--- config.mk ---
export PLATFORM = sky130hd
export DESIGN_NAME = inst_fetch
export DESIGN_NICKNAME = d
export VERILOG_FILES = /design/src/rtl/inst_fetch.sv
export SDC_FILE = /design/constraint.sdc
export NUM_CORES = 1
export LEC_CHECK = 0
export BUFFER_PORTS_ARGS = -buffer_cell sky130_fd_sc_hd__buf_4
export CORE_MARGIN = 4
export CORE_UTILIZATION = 45
export DETAILED_ROUTE_END_ITERATION = 12
export PLACE_DENSITY = 0.67
export SYNTH_ARGS = -nofsm -noshare
export SYNTH_HDL_FRONTEND = slang
export SYNTH_SLANG_ARGS = --single-unit
--- constraint.sdc ---
create_clock -name clk -period 2.6 [get_ports clk]
set_input_delay 0.52 -clock clk [delete_from_list [all_inputs] [get_ports clk]]
set_output_delay 0.52 -clock clk [all_outputs]
set_load 0.01 [all_outputs]
--- src/rtl/inst_fetch.sv ---
// Instruction-fetch stage with IF/ID pipeline register.
// Owns the PC, fetches words from instruction memory over a req/ready
// handshake, and honours the decode pause and the decode branch redirect
// with MIPS single delay-slot semantics.
// Optional build macro: IFETCH_PERF_EN adds fetch/stall performance counters.
module inst_fetch #(
    localparam int unsigned XLEN = 32,
    parameter logic [XLEN-1:0] RESET_PC = 32'h0000_0000,
    parameter logic [XLEN-1:0] NOP_INST = 32'h0000_0000
) (
    input  logic            clk,
    input  logic            rst,
    input  logic            pause,
    input  logic            br_valid,
    input  logic [XLEN-1:0] br_target,
    output logic            imem_req,
    output logic [XLEN-1:0] imem_addr,
    input  logic            imem_ready,
    input  logic [XLEN-1:0] imem_rdata,
    output logic [XLEN-1:0] inst_o,
    output logic [XLEN-1:0] pc_o,
    output logic            valid_o
`ifdef IFETCH_PERF_EN
    ,
    output logic [XLEN-1:0] fetch_cnt_o,
    output logic [XLEN-1:0] stall_cnt_o
`endif
);

    typedef enum logic {
        FETCH = 1'b0,
        HOLD  = 1'b1
    } state_t;

    state_t          state_q, state_d;
    logic [XLEN-1:0] pc_r, pc_d;
    logic [XLEN-1:0] buf_inst, buf_inst_d;
    logic [XLEN-1:0] buf_pc, buf_pc_d;
    logic            pend_v, pend_v_d;
    logic [XLEN-1:0] pend_tgt, pend_tgt_d;
    logic [XLEN-1:0] inst_d;
    logic [XLEN-1:0] pc_o_d;
    logic            valid_d;

    logic            br_acc_c;
    logic [XLEN-1:0] next_pc_c;

    // A redirect only counts when the branch is actually leaving decode.
    assign br_acc_c  = br_valid && valid_o && !pause;
    assign next_pc_c = pend_v   ? pend_tgt  :
                       br_acc_c ? br_target : pc_r + XLEN'(4);

    // Request is suppressed combinationally while reset is held.
    assign imem_req  = rst && (state_q == FETCH);
    assign imem_addr = pc_r;

    // Next-state and next-register computation for the fetch FSM.
    always_comb begin
        state_d    = state_q;
        pc_d       = pc_r;
        buf_inst_d = buf_inst;
        buf_pc_d   = buf_pc;
        pend_v_d   = pend_v;
        pend_tgt_d = pend_tgt;
        inst_d     = inst_o;
        pc_o_d     = pc_o;
        valid_d    = valid_o;

        case (state_q)
            FETCH: begin
                if (imem_ready) begin
                    pend_v_d = 1'b0;
                    pc_d     = next_pc_c;
                    if (!pause) begin
                        inst_d  = imem_rdata;
                        pc_o_d  = pc_r;
                        valid_d = 1'b1;
                    end else begin
                        // Decode is stalled: park the word until it frees up.
                        buf_inst_d = imem_rdata;
                        buf_pc_d   = pc_r;
                        state_d    = HOLD;
                    end
                end else if (!pause) begin
                    inst_d  = NOP_INST;
                    valid_d = 1'b0;
                    // The fetch still in flight is the delay slot; remember the target.
                    if (br_acc_c) begin
                        pend_v_d   = 1'b1;
                        pend_tgt_d = br_target;
                    end
                end
            end
            HOLD: begin
                if (!pause) begin
                    inst_d  = buf_inst;
                    pc_o_d  = buf_pc;
                    valid_d = 1'b1;
                    state_d = FETCH;
                    // Buffered word is the delay slot; nothing is in flight.
                    if (br_acc_c) begin
                        pc_d = br_target;
                    end
                end
            end
            default: begin
                state_d = FETCH;
            end
        endcase
    end

    // State, PC, skid buffer, pending redirect and IF/ID registers.
    always_ff @(posedge clk) begin
        if (!rst) begin
            state_q  <= FETCH;
            pc_r     <= RESET_PC;
            buf_inst <= '0;
            buf_pc   <= '0;
            pend_v   <= 1'b0;
            pend_tgt <= '0;
            inst_o   <= NOP_INST;
            pc_o     <= RESET_PC;
            valid_o  <= 1'b0;
        end else begin
            state_q  <= state_d;
            pc_r     <= pc_d;
            buf_inst <= buf_inst_d;
            buf_pc   <= buf_pc_d;
            pend_v   <= pend_v_d;
            pend_tgt <= pend_tgt_d;
            inst_o   <= inst_d;
            pc_o     <= pc_o_d;
            valid_o  <= valid_d;
        end
    end

`ifdef IFETCH_PERF_EN
    logic fetch_done_c;
    logic stall_c;

    assign fetch_done_c = (state_q == FETCH) && imem_ready;
    assign stall_c      = pause || ((state_q == FETCH) && !imem_ready);

    // Completed-fetch and stall-cycle counters, wrapping mod 2^32.
    always_ff @(posedge clk) begin
        if (!rst) begin
            fetch_cnt_o <= '0;
            stall_cnt_o <= '0;
        end else begin
            if (fetch_done_c) begin
                fetch_cnt_o <= fetch_cnt_o + XLEN'(1);
            end
            if (stall_c) begin
                stall_cnt_o <= stall_cnt_o + XLEN'(1);
            end
        end
    end
`endif

endmodule

Yosys cells after proc, flatten, opt, wreduce, memory -nomap -nowiden
Index checks and enable logic that the tools add are counted.
Widths: inputs -> output; s select.
{"block": "word_totals", "reg_bits": 195, "latch_bits": 0, "ram_bits": 0, "rom_bits": 0, "in_bits": 69, "out_inout_bits": 98, "word_cells": 55, "n_memories": 0}
{"block": "classes", "n_addsub": 1, "multipliers": 0, "div": 0, "n_lt_le_gt_ge": 0, "eq_ne": 6, "shift": 0, "mux": 25, "n_bitwise": 3, "reduce_logical": 11}
{"operator": "$mux 32", "count": 12}
{"operator": "$pmux 32 s2", "count": 3}
{"operator": "$add 32x3->32 const B", "count": 1}
{"operator": "$reduce_and 3->1", "count": 4}
{"operator": "$mux 1", "count": 8}
{"operator": "$ne 2x2->1 const B", "count": 3}
{"operator": "$ne 2x1->1 const B", "count": 2}
{"operator": "$pmux 1 s2", "count": 2}
{"operator": "$reduce_and 4->1", "count": 1}
{"operator": "$logic_and 1x1->1", "count": 3}
{"operator": "$ne 3x3->1 const B", "count": 1}
{"operator": "$not 1->1", "count": 3}
{"operator": "$reduce_and 2->1", "count": 1}
{"operator": "$reduce_bool 2->1", "count": 1}
{"operator": "$logic_not 1->1", "count": 1}

Logic depth before layout (Yosys ltp)
Gate-level depths: netlist of the first run.
{"block": "depth", "word_depth": 6, "depth_mapped": 8, "ltp_nobuf": 6}

Least setup slack after synthesis of the first run
Ideal clock, no wire load.
{"block": "synth_timing", "path_type": "register to register", "from": "register pc_r[15] (netlist: imem_addr[15])", "to": "register pc_r[31] (netlist: imem_addr[31])", "setup_ps": 79, "arrival_ps": 2261, "setup_slack_ps": 260, "path_stages_with_launch": 7, "period_less_slack_ps": 2340, "cell_sequence": "dfxtp_1 > buf_2 > nand4_4 > or4_4 > or4_4 > or4_1 > o211ai_1"}
{"block": "synth_between", "elab_chain_cells": 5}
{"element": "from (decl)", "line_no": "36", "rtl": "logic [XLEN-1:0] pc_r, pc_d;"}
{"element": "from (signal assigned)", "line_no": "126", "rtl": "pc_r <= pc_d;"}
{"element": "$add 32x3->32", "line_no": "51", "rtl": "br_acc_c ? br_target : pc_r + XLEN'(4);"}
{"element": "$mux 32", "line_no": "51"}
{"element": "$mux 32", "line_no": "50", "rtl": "assign next_pc_c = pend_v ? pend_tgt :"}
{"element": "$mux 32", "line_no": "71", "rtl": "if (imem_ready) begin"}
{"element": "$pmux 32 s2", "line_no": "69", "rtl": "case (state_q)"}
Every way passes these cells. The select of a mux whose other input is x is not followed.
A chain may end at the register's enable or synchronous reset.

Worst setup path after layout of the first run
{"block": "layout_timing", "from": "register pc_r[10] (netlist: imem_addr[10])", "to": "register pc_r[31] (netlist: imem_addr[31])"}
Same word-level chain as after synthesis.

==> metrics.cfg, run 1 <==
[power_and_ir_drop]
ir_drop_v=0.000447
p_leak_uw=0.00426
power.density_nw_per_um2=604

[timing]
fin_crit_ns=2.36
rsz0062_at_grt=no
finalSetupViolCount=0
hold_viol_final=0
final.setup.tns_ns=0
setup_ws_ns=0.242
relSlewSlack_pct=51.7
maxSlewViolCount=0
fmax_mhz=424
finalClockSkew_ns=0.00895
fin_hold_ws_ns=0.333
tightest_slew_ns=0.725
timing.final.crit_share_pct=90.7

[clock_tree]
clock_path_buffers=2
cts_max_level=4
cts_tree=built
postCtsResizedCells=0
post_cts_buffers=0
cts-root-buf=clkbuf_16
clock_latency_ns=0.43
cts-hold-fix-buffers=0
clock_sinks=195
cts_buffers=17
clk_pin_slew_worst_paths_ns=0.07

[place]
gp_congestion=0.892
dp_hpwl_um=18100
post-place-ws_ns=0.296
dpl_cell_area_um2=10500
portBuffers=166

[worst_setup_path]
cp_slowest_cell=or4_4
end_kind=register
cp_num_buf_inv=0
critPathTopFamily=simple AND/OR/NAND/NOR gates
critPathMaxFanout=10
cp-start-kind=register
cp_data_required_time_ns=2.95
crit_start=imem_addr[10]$_SDFFE_PN0P_
crit_type=reg -> reg
reg2reg_slack_ns=0.24
rr_startpoint=imem_addr[10]$_SDFFE_PN0P_
worstPathArrival_ns=2.71
r2r_end=imem_addr[31]$_SDFFE_PN0P_
cp_cell_sequence=nand2_1, or3_1, or4_4, or4_1, o211ai_1
r2r_cells=5
crit_path_max_incr_delay_ns=0.60

[floorplanning]
initial_core_util_pct=45.6
design.core.area_um2=19400
die-area_um2=22000
die_h_um=148
row_count=51
die_x_um=148
io-pin-count=167

[route]
viasPerCell=5.59
drc=0
routedWlPerCell_um=17.2
drt-met1-wl_um=12700
wl_met3_um=1810
vias=8647
met2_length_um=11600
top_layer_used=met4
first_pass_iters=7
routed_wl_um=26600
drtIter0Drc=667
antenna_left=0

[min_path]
min_path_type=in -> reg
worstHoldStart=imem_rdata[26]
hold_depth=3
min_to=buf_inst[26]$_SDFFE_PN0P_

[global_route]
grt_max_degree=86
grtUsageTotal_pct=23.9
grt_pass1_wl_um=42800
gr-total-overflow=0
antenna_found_initial=0
grt_pass1_vias=7748

[cells_and_area]
syn_to_final_growth_pct=25.5
drive_above_1_share_pct=21.1
n_antenna_cell=0
num-nets-final=1340
fin_area_um2=11100

[logic_synthesis]
synth_area_leaders=dfxtp_1 44%, nand2_1 10%, a21oi_1 7.0%, a211oi_1 5.5%, mux2i_1 4.2%
synth_mux_area_share_pct=4.18
syn-num-nets=1197
synthTopCellsByCount=246 x nand2_1, 195 x dfxtp_1, 123 x a21oi_1
yosysMostFrequentCell=nand2_1
synthArstFlopShare_pct=0
synth_adder_area_share_pct=0.141
ys.flop_type=dfxtp_1
synthXorXnorAreaFrac_pct=0.396
yosys_warnings=0
synth-seq-cells=195
seq_area_frac_synth_pct=44.1
synthCells=1127
synth_cell_types=60
syn_area_um2=8850
synth-compound-area-share_pct=21.2
synth-simple-area-share_pct=25.3
yosys.area.top_type_share_pct=44.1
avgSynthCellArea_um2=7.85
synth_top_family_by_area=simple AND/OR/NAND/NOR gates
synth-edff-count=0
synth_area_leader_cell=dfxtp_1

[run_status]
outcome=completed

[run]
cap_viol_max_count=0

## placed cells by master, fill, tap and decap left out, types with 3 or more instances in the layout
cell type	count
o2111ai_1	3
a31o_2	4
a21oi_1	123
nor3_1	47
o211ai_1	8
a22oi_1	4
nor2_1	61
inv_1	7
o22ai_1	10
nand3_1	16
a211oi_1	65
or3_1	3
o31ai_1	3
and3_1	37
nand2_1	245
a221oi_1	5
nand4_1	7
o221ai_1	7
buf_4	219
dfxtp_1	194
nor4_1	6
o21a_1	5
a32oi_1	3
clkbuf_16	17
clkinvlp_4	3
buf_12	3
and4_1	3
inv_6	4
nor2b_1	36
o21ai_0	35
nand2b_1	4
or4_1	3
mux2i_1	37
a31oi_1	7
## through the flow
stage	util (%)	std cells	power (uW)
after global placement	54.3	1516	4170
after floorplan	-	1127	3740
final	57.3	1548	6710
after CTS	57.3	1548	6750
after detailed placement	54.3	1516	4180
after global routing	57.3	1548	6980
## kinds of logic after synthesis
| kind of cell | after synthesis |
|---|---|
| AO/OA/AOI/OAI | 298 |
| buffers and inverters | 106 |
| flip-flops | 195 |
| XOR/XNOR | 4 |
| multiplexers | 37 |
| AND/OR/NAND/NOR | 486 |
| adder cells (fa/ha/maj) | 1 |
## where the power goes
group	switching, uW	total [uW]	internal (uW)
registers	90.4	3200	3110
logic	516	922	406
clock network	1200	2590	1390
total	1800	6710	4910
## routing by layer
| metal | up-vias | track usage, % |
|---|---|---|
| met2 | 345 | 34.8 |
| met4 | 0 | 7.34 |
| li1 | 4272 | - |
| met5 | - | 0 |
| met3 | 32 | 3.96 |
| met1 | 3998 | 36.2 |
## worst max path at each step
stage	to	slack (ns)	cells past startpoint
3_5_place_dp	imem_addr[31]$_SDFFE_PN0P_	0.30	5
6_report	imem_addr[31]$_SDFFE_PN0P_	0.24	5
4_1_cts	imem_addr[31]$_SDFFE_PN0P_	0.26	5
3_3_place_gp	imem_addr[31]$_SDFFE_PN0P_	0.35	5
2_1_floorplan	imem_addr[31]$_SDFFE_PN0P_	0.26	6
5_1_grt	imem_addr[14]$_SDFFE_PN0P_	0.15	6
## flip-flops by register name (all words and copies together), names as in the netlist
signal and flops:
inst_o 32, imem_addr 32, state_q 1, valid_o 1, pend_tgt 32, buf_inst 32, buf_pc 32, pc_o 32
pend_v 1
## cell type report
type / count / area [um^2]
Clock buffer: 20 / 457
Clock inverter: 12 / 118
Fill cell: 1876 / 8290
Inverter: 8 / 32.5
Multi-Input combinational cell: 826 / 4560
Sequential cell: 195 / 3910
Tap cell: 265 / 332
Timing Repair Buffer: 222 / 1700
## tightest hold or removal path: stages
cell     delay [ns]
buf_4          0.11
nand2_1        0.05
a21oi_1        0.05
No activity file was read; power rests on OpenSTA's default activity.
==> inputs of run 2 (changes only) <==
--- a/config.mk
+++ b/config.mk
@@ -5,9 +5,10 @@
 export SDC_FILE = /design/constraint.sdc
 export NUM_CORES = 1
 export LEC_CHECK = 0
-export BUFFER_PORTS_ARGS = -buffer_cell sky130_fd_sc_hd__buf_4
+export BUFFER_PORTS_ARGS = -buffer_cell sky130_fd_sc_hd__buf_2
 export CORE_MARGIN = 4
 export CORE_UTILIZATION = 45
+export CTS_BUF_LIST = sky130_fd_sc_hd__clkbuf_8
 export DETAILED_ROUTE_END_ITERATION = 12
 export PLACE_DENSITY = 0.67
 export SYNTH_ARGS = -nofsm -noshare
==> constraint.sdc (replaced) <==
create_clock -name clk -period 2.6 [get_ports clk]
set_input_delay 0.26 -clock clk [delete_from_list [all_inputs] [get_ports clk]]
set_output_delay 0.26 -clock clk [all_outputs]
set_load 0.01 [all_outputs]
==> run 2 against run 1 <==
Core utilization shrank 3.1 points. Wire length shrank 1.7%. Clock power down 24%. Final cell count fell by 0.13%. Largest power group unchanged.
==> metrics.cfg, run 2 (synthesis gave the netlist of run 1 again) <==
[worst_setup_path]
cp_data_required_time_ns=2.99  ; was 2.95 ns
rr_startpoint=imem_addr[10]$_SDFFE_PN0P_  ; unchanged
crit_start=imem_addr[10]$_SDFFE_PN0P_  ; unchanged
cp-start-kind=register  ; unchanged
critPathTopFamily=simple AND/OR/NAND/NOR gates  ; unchanged
crit_type=reg -> reg  ; unchanged
r2r_cells=5  ; unchanged
critPathMaxFanout=10  ; unchanged
crit_cells=5  ; unchanged
reg2reg_slack_ns=0.25  ; was 0.24 ns
crit_path_max_incr_delay_ns=0.59  ; was 0.60 ns
cp_num_buf_inv=0  ; unchanged
end_kind=register  ; unchanged
cp_slowest_cell=or4_4  ; unchanged
r2r_end=imem_addr[31]$_SDFFE_PN0P_  ; unchanged
worstPathArrival_ns=2.74  ; was 2.71 ns
crit_end=imem_addr[31]$_SDFFE_PN0P_  ; unchanged
cp_cell_sequence=nand2_1, or3_1, or4_4, or4_1, o211ai_1  ; unchanged

[timing]
finalSetupViolCount=0  ; unchanged
fmax_mhz=426  ; was 424 MHz
tightest_slew_ns=0.960  ; was 0.725 ns
maxSlewViolCount=0  ; unchanged
fin_crit_ns=2.35  ; was 2.36 ns
timing.final.crit_share_pct=90.3  ; was 90.7%
relSlewSlack_pct=36.0  ; was 51.7%
rsz0062_at_grt=no  ; unchanged
final.setup.tns_ns=0  ; unchanged
finalClockSkew_ns=0.0163  ; was 0.00895 ns
hold_viol_final=0  ; unchanged

[cells_and_area]
mostFrequentLayoutCells=245 x nand2_1, 194 x dfxtp_1, 166 x buf_2  ; was 245 x nand2_1, 219 x buf_4, 194 x dfxtp_1
instances_no_fill=1546  ; was 1548
num-nets-final=1338  ; was 1340
layout_commonest_cell=nand2_1  ; unchanged
syn_to_final_growth_pct=18.7  ; was 25.5%
final_core_util_pct=54.1  ; was 57.3%
drive_above_1_share_pct=20.8  ; was 21.1%
n_antenna_cell=0  ; unchanged

[route]
viasPerCell=5.55  ; was 5.59
drc=0  ; unchanged
antenna_left=0  ; unchanged
routedWlPerCell_um=16.9  ; was 17.2 um
vias=8576  ; was 8647
drtIter0Drc=817  ; was 667
routed_wl_um=26200  ; was 26600 um
first_pass_iters=5  ; was 7

[clock_tree]
clock_latency_ns=0.46  ; was 0.43 ns
clk_pin_slew_worst_paths_ns=0.11  ; was 0.07 ns
cts_max_level=4  ; unchanged
clock_path_buffers=2  ; unchanged
cts_tree=built  ; unchanged
cts-root-buf=clkbuf_8  ; was clkbuf_16
cts_buffers=17  ; unchanged
clock_sinks=195  ; unchanged

[power_and_ir_drop]
combinationalPowerShare_pct=13.9  ; was 13.7%
p_leak_uw=0.00410  ; was 0.00426 uW
p_seq_share_pct=53.3  ; was 47.7%
power.switching_uw=1810  ; was 1800 uW
ir_drop_v=0.000375  ; was 0.000447 V
pwr-share-clk_pct=32.8  ; was 38.6%
power.density_nw_per_um2=571  ; was 604 nW/um^2
switching_share_pct=30.2  ; was 26.9%
p_int_uw=4190  ; was 4910 uW

[global_route]
antenna_found_initial=0  ; unchanged
grt_max_degree=68  ; was 86
grtUsageTotal_pct=23.1  ; was 23.9%
gr-total-overflow=0  ; unchanged
grt_pass1_wl_um=41500  ; was 42800 um
grt_pass1_vias=7682  ; was 7748

[place]
gp_congestion=0.941  ; was 0.892
dp_hpwl_um=18100  ; about the same
portBuffers=166  ; unchanged
place_inst=1511  ; was 1516

[run_status]
outcome=completed  ; unchanged

[min_path]
hold_depth=3  ; unchanged
min_path_type=in -> reg  ; unchanged

[floorplanning]
die_x_um=148  ; unchanged
design.core.area_um2=19400  ; unchanged
die_h_um=148  ; unchanged
row_count=51  ; unchanged
io-pin-count=167  ; unchanged
die-area_um2=22000  ; unchanged
initial_core_util_pct=45.6  ; unchanged

[run]
cap_viol_max_count=0  ; unchanged

run 2: cell count changes in the layout (fill, tap and decap cells not counted), sizes merged:
cell         delta
buf             -5
inv             +4
dlygate4sd3     +3
clkbuf          -2
clkinvlp        -2
bufinv          -1
clkinv          +1
run 2: layer usage:
metal | part of all wire, % | wire length, um | track usage [%] | vias to the layer above
met4 | 1.6 | 422 | 6.79 | 0
li1 | - | - | - | 4270
met2 | 44 | 11600 | 35.0 | 312
met1 | 47 | 12400 | 33.6 | 3966
met3 | 6.8 | 1780 | 4.63 | 28
met5 | 0 | 0 | 0 | -
run 2: final cells by class:
cell class                      instances  area (um^2)
Tap cell                              265          332
Sequential cell                       195         3910
Clock buffer                           18          248
Timing Repair Buffer                  220         1270
Clock inverter                         14          154
Fill cell                            1944         8900
Inverter                                8         32.5
Multi-Input combinational cell        826         4560
run 2: worst reg2reg max path, delay by kind of cell (launching register included):
kind | cells | cell delay, ns
AOI/OAI and AO/OA | 1 | 0.09
DFF | 1 | 0.50
and+or+nand+nor | 4 | 1.71
run 2: power by group through the flow:
stage          clock network, uW  registers (uW)  logic [uW]
2_1_floorplan                  0            3290         449
3_3_place_gp                   0            3260         823
3_5_place_dp                   0            3270         829
4_1_cts                     2020            3200         835
5_1_grt                     2140            3220         920
6_report                    1970            3200         834
run 2: worst min path at each step:
stage	slack, ns	startpoint	to
after detailed placement	0.44	pend_tgt[7]$_SDFFE_PN0P_	pend_tgt[7]$_SDFFE_PN0P_
after CTS	0.0002	imem_rdata[24]	buf_inst[24]$_SDFFE_PN0P_
after global placement	0.44	pend_tgt[14]$_SDFFE_PN0P_	pend_tgt[14]$_SDFFE_PN0P_
after global routing	0.008	imem_rdata[1]	buf_inst[1]$_SDFFE_PN0P_
final	0.03	imem_rdata[1]	buf_inst[1]$_SDFFE_PN0P_
after floorplan	0.40	br_target[10]	pend_tgt[10]$_SDFFE_PN0P_
run 2: repair_timing:
| item | 4_1_cts | 5_1_grt |
|---|---|---|
| gates resized for setup | 0 | 0 |
| setup buffers | 0 | 0 |
| hold buffers | 3 | 0 |
| endpoints found under the hold margin | 3 | 0 |
run 2: stage by stage:
step / setup slack (ns) / area [um^2] / power [uW] / hold slack, ns
after floorplan: 0.260 / 8850 / 3740 / 0.396
after global placement: 0.313 / 10100 / 4080 / 0.438
after detailed placement: 0.263 / 10100 / 4090 / 0.442
after CTS: 0.202 / 10500 / 6060 / 0.000204
after global routing: 0.0890 / 10500 / 6270 / 0.00826
final: 0.251 / 10500 / 6000 / 0.0298
==> inputs of run 3 (changes only) <==
--- a/config.mk
+++ b/config.mk
@@ -10,7 +10,7 @@
 export CORE_UTILIZATION = 45
 export CTS_BUF_LIST = sky130_fd_sc_hd__clkbuf_8
 export DETAILED_ROUTE_END_ITERATION = 12
-export PLACE_DENSITY = 0.67
+export PLACE_DENSITY = 0.7
 export SYNTH_ARGS = -nofsm -noshare
 export SYNTH_HDL_FRONTEND = slang
 export SYNTH_SLANG_ARGS = --single-unit
==> constraint.sdc (replaced) <==
create_clock -name clk -period 1.9 [get_ports clk]
set_input_delay 0.095 -clock clk [delete_from_list [all_inputs] [get_ports clk]]
set_output_delay 0.095 -clock clk [all_outputs]
set_load 0.01 [all_outputs]
==> run 3 against run 2 <==
Core utilization increased by 5.7 points. Critical endpoint unchanged. The run now ends with negative setup slack left. Combinational power is 61% higher. Sequential share of layout area down 3.4 points. Final area up 11%. Via count is 4.8% higher.
==> metrics.cfg, run 3 (synthesis gave the netlist of run 1 again) <==
[floorplanning]
die_h_um=148  ; unchanged
die-area_um2=22000  ; unchanged
io-pin-count=167  ; unchanged
design.core.area_um2=19400  ; unchanged
row_count=51  ; unchanged
die_x_um=148  ; unchanged
initial_core_util_pct=45.6  ; unchanged

[timing]
relSlewSlack_pct=51.1  ; was 36.0%
timing.final.crit_share_pct=106  ; was 90.3%
rsz0062_at_grt=yes  ; was no
setup_ws_ns=-0.108  ; was 0.251 ns
fin_crit_ns=2.01  ; was 2.35 ns
fmax_mhz=498  ; was 426 MHz
hold_viol_final=0  ; unchanged
maxSlewViolCount=0  ; unchanged
finalSetupViolCount=2  ; was 0
final.setup.tns_ns=-0.168  ; was 0 ns
finalClockSkew_ns=0.0182  ; was 0.0163 ns
tightest_slew_ns=0.734  ; was 0.960 ns
fin_hold_ws_ns=0.0273  ; was 0.0298 ns

[worst_setup_path]
critPathMaxFanout=2  ; was 10
critPathTopFamily=simple AND/OR/NAND/NOR gates  ; unchanged
end_kind=register  ; unchanged
cp-start-kind=register  ; unchanged
crit_path_max_incr_delay_ns=0.55  ; was 0.59 ns
cp_num_buf_inv=0  ; unchanged
cp_data_required_time_ns=2.29  ; was 2.99 ns
crit_type=reg -> reg  ; unchanged
r2r_cells=5  ; unchanged
reg2reg_slack_ns=-0.11  ; was 0.25 ns
cp_cell_sequence=nand3_2, or4_4, or4_4, or4_1, o211ai_1  ; was nand2_1, or3_1, or4_4, or4_1, o211ai_1
worstPathArrival_ns=2.39  ; was 2.74 ns
r2r_end=imem_addr[31]$_SDFFE_PN0P_  ; unchanged
cp_slowest_cell=or4_4  ; unchanged
crit_top_cell=or4_4
rr_startpoint=imem_addr[5]$_SDFFE_PN0P_  ; was imem_addr[10]$_SDFFE_PN0P_

[global_route]
grt_max_degree=71  ; was 68
gr-total-overflow=0  ; unchanged
grt_pass1_vias=8015  ; was 7682
antenna_found_initial=1  ; was 0
grt_pass1_wl_um=42600  ; was 41500 um
grtUsageTotal_pct=23.7  ; was 23.1%

[clock_tree]
cts_buffers=17  ; unchanged
cts_tree=built  ; unchanged
cts_max_level=4  ; unchanged
cts-root-buf=clkbuf_8  ; unchanged
clock_latency_ns=0.47  ; was 0.46 ns
clock_path_buffers=2  ; unchanged
clock_sinks=195  ; unchanged
clk_pin_slew_worst_paths_ns=0.11  ; about the same

[min_path]
min_path_type=in -> reg  ; unchanged
hold_depth=3  ; unchanged
worstHoldStart=rst  ; was imem_rdata[1]
min_to=imem_addr[19]$_SDFFE_PN0P_  ; was buf_inst[1]$_SDFFE_PN0P_

[place]
gp_congestion=0.889  ; was 0.941
place_inst=1548  ; was 1511
portBuffers=166  ; unchanged
dp_hpwl_um=18200  ; was 18100 um

[cells_and_area]
num-fill-cells=1811  ; was 1944
layout_commonest_cell=nand2_1  ; unchanged
num-nets-final=1443  ; was 1338
mostFrequentLayoutCells=244 x nand2_1, 176 x dfxtp_1, 166 x buf_2  ; was 245 x nand2_1, 194 x dfxtp_1, 166 x buf_2
instances_no_fill=1652  ; was 1546
syn_to_final_growth_pct=31.2  ; was 18.7%
final_core_util_pct=59.8  ; was 54.1%
drive_above_1_share_pct=24.5  ; was 20.8%

[power_and_ir_drop]
power.density_nw_per_um2=722  ; was 571 nW/um^2
p_leak_uw=0.00463  ; was 0.00410 uW
ir_drop_v=0.000469  ; was 0.000375 V

[route]
routed_wl_um=26800  ; was 26200 um
antenna_left=0  ; unchanged
vias=8984  ; was 8576
drc=0  ; unchanged
routedWlPerCell_um=16.2  ; was 16.9 um
first_pass_iters=5  ; unchanged
viasPerCell=5.44  ; was 5.55
drtIter0Drc=727  ; was 817

[run]
cap_viol_max_count=0  ; unchanged

[run_status]
outcome=finished with violations  ; was completed
violations=negative setup slack

run 3: cell types whose count changed in the layout (fill, tap and decap cells not counted), sizes merged:
cell,change
buf,+40
clkinvlp,+1
diode,+1
dlygate4sd3,+65
inv,-1
run 3: metal layers:
layer,vias to the layer above,part of all wire [%],GRT usage (%)
met5,-,0,0
met4,0,1.4,5.87
met3,34,7.1,4.51
met2,351,46,37.2
met1,4118,46,33.9
li1,4481,-,-
run 3: worst min-delay path, delay by kind of cell:
kind / cells / cell delay (ns)
AO/OA/AOI/OAI: 2 / 0.16
buffers and inverters: 1 / 0.19
run 3: timing repair:
item,4_1_cts,5_1_grt
endpoints found under the hold margin,72,0
pin swaps,1,7
endpoints found under the setup margin,3,9
buffers inserted,0,3
hold buffers,68,0
resized for setup,3,12
run 3: final cells by class:
cell class	instances	area, um^2	share of cell area, %
well taps	265	332	2.86
inverters	8	32.5	0.280
diodes	1	2.50	0.0216
repair buffers	325	2240	19.3
clock buffers	18	248	2.13
multi-input cells	826	4670	40.3
flip-flops and latches	195	3930	33.9
clock inverters	14	155	1.34
run 3: how the worst max path moves through the flow:
stage	end	startpoint	cells after the start	slack, ns
after floorplan	imem_addr[31]$_SDFFE_PN0P_	imem_addr[5]$_SDFFE_PN0P_	6	-0.15
after global placement	imem_addr[31]$_SDFFE_PN0P_	imem_addr[4]$_SDFFE_PN0P_	5	-0.06
after detailed placement	imem_addr[14]$_SDFFE_PN0P_	imem_addr[2]$_SDFFE_PN0P_	8	-0.09
after CTS	imem_addr[31]$_SDFFE_PN0P_	imem_addr[4]$_SDFFE_PN0P_	5	-0.11
after global routing	imem_addr[31]$_SDFFE_PN0P_	imem_addr[5]$_SDFFE_PN0P_	5	-0.14
final	imem_addr[31]$_SDFFE_PN0P_	imem_addr[5]$_SDFFE_PN0P_	5	-0.11
run 3: stage by stage:
stage / power [uW] / setup WS [ns] / area, um^2
after detailed placement: 5650 / -0.0908 / 10400
after global placement: 5630 / -0.0578 / 10400
final: 8380 / -0.108 / 11600
after floorplan: 5140 / -0.152 / 8950
after CTS: 8430 / -0.108 / 11500
after global routing: 8760 / -0.136 / 11600
run 3: where the power goes:
group          internal (uW)  switching, uW  leakage, uW  total (uW)
sequential              4260           98.5      0.00160        4360
combinational            580            755      0.00284        1340
clock                   1030           1660     0.000198        2690
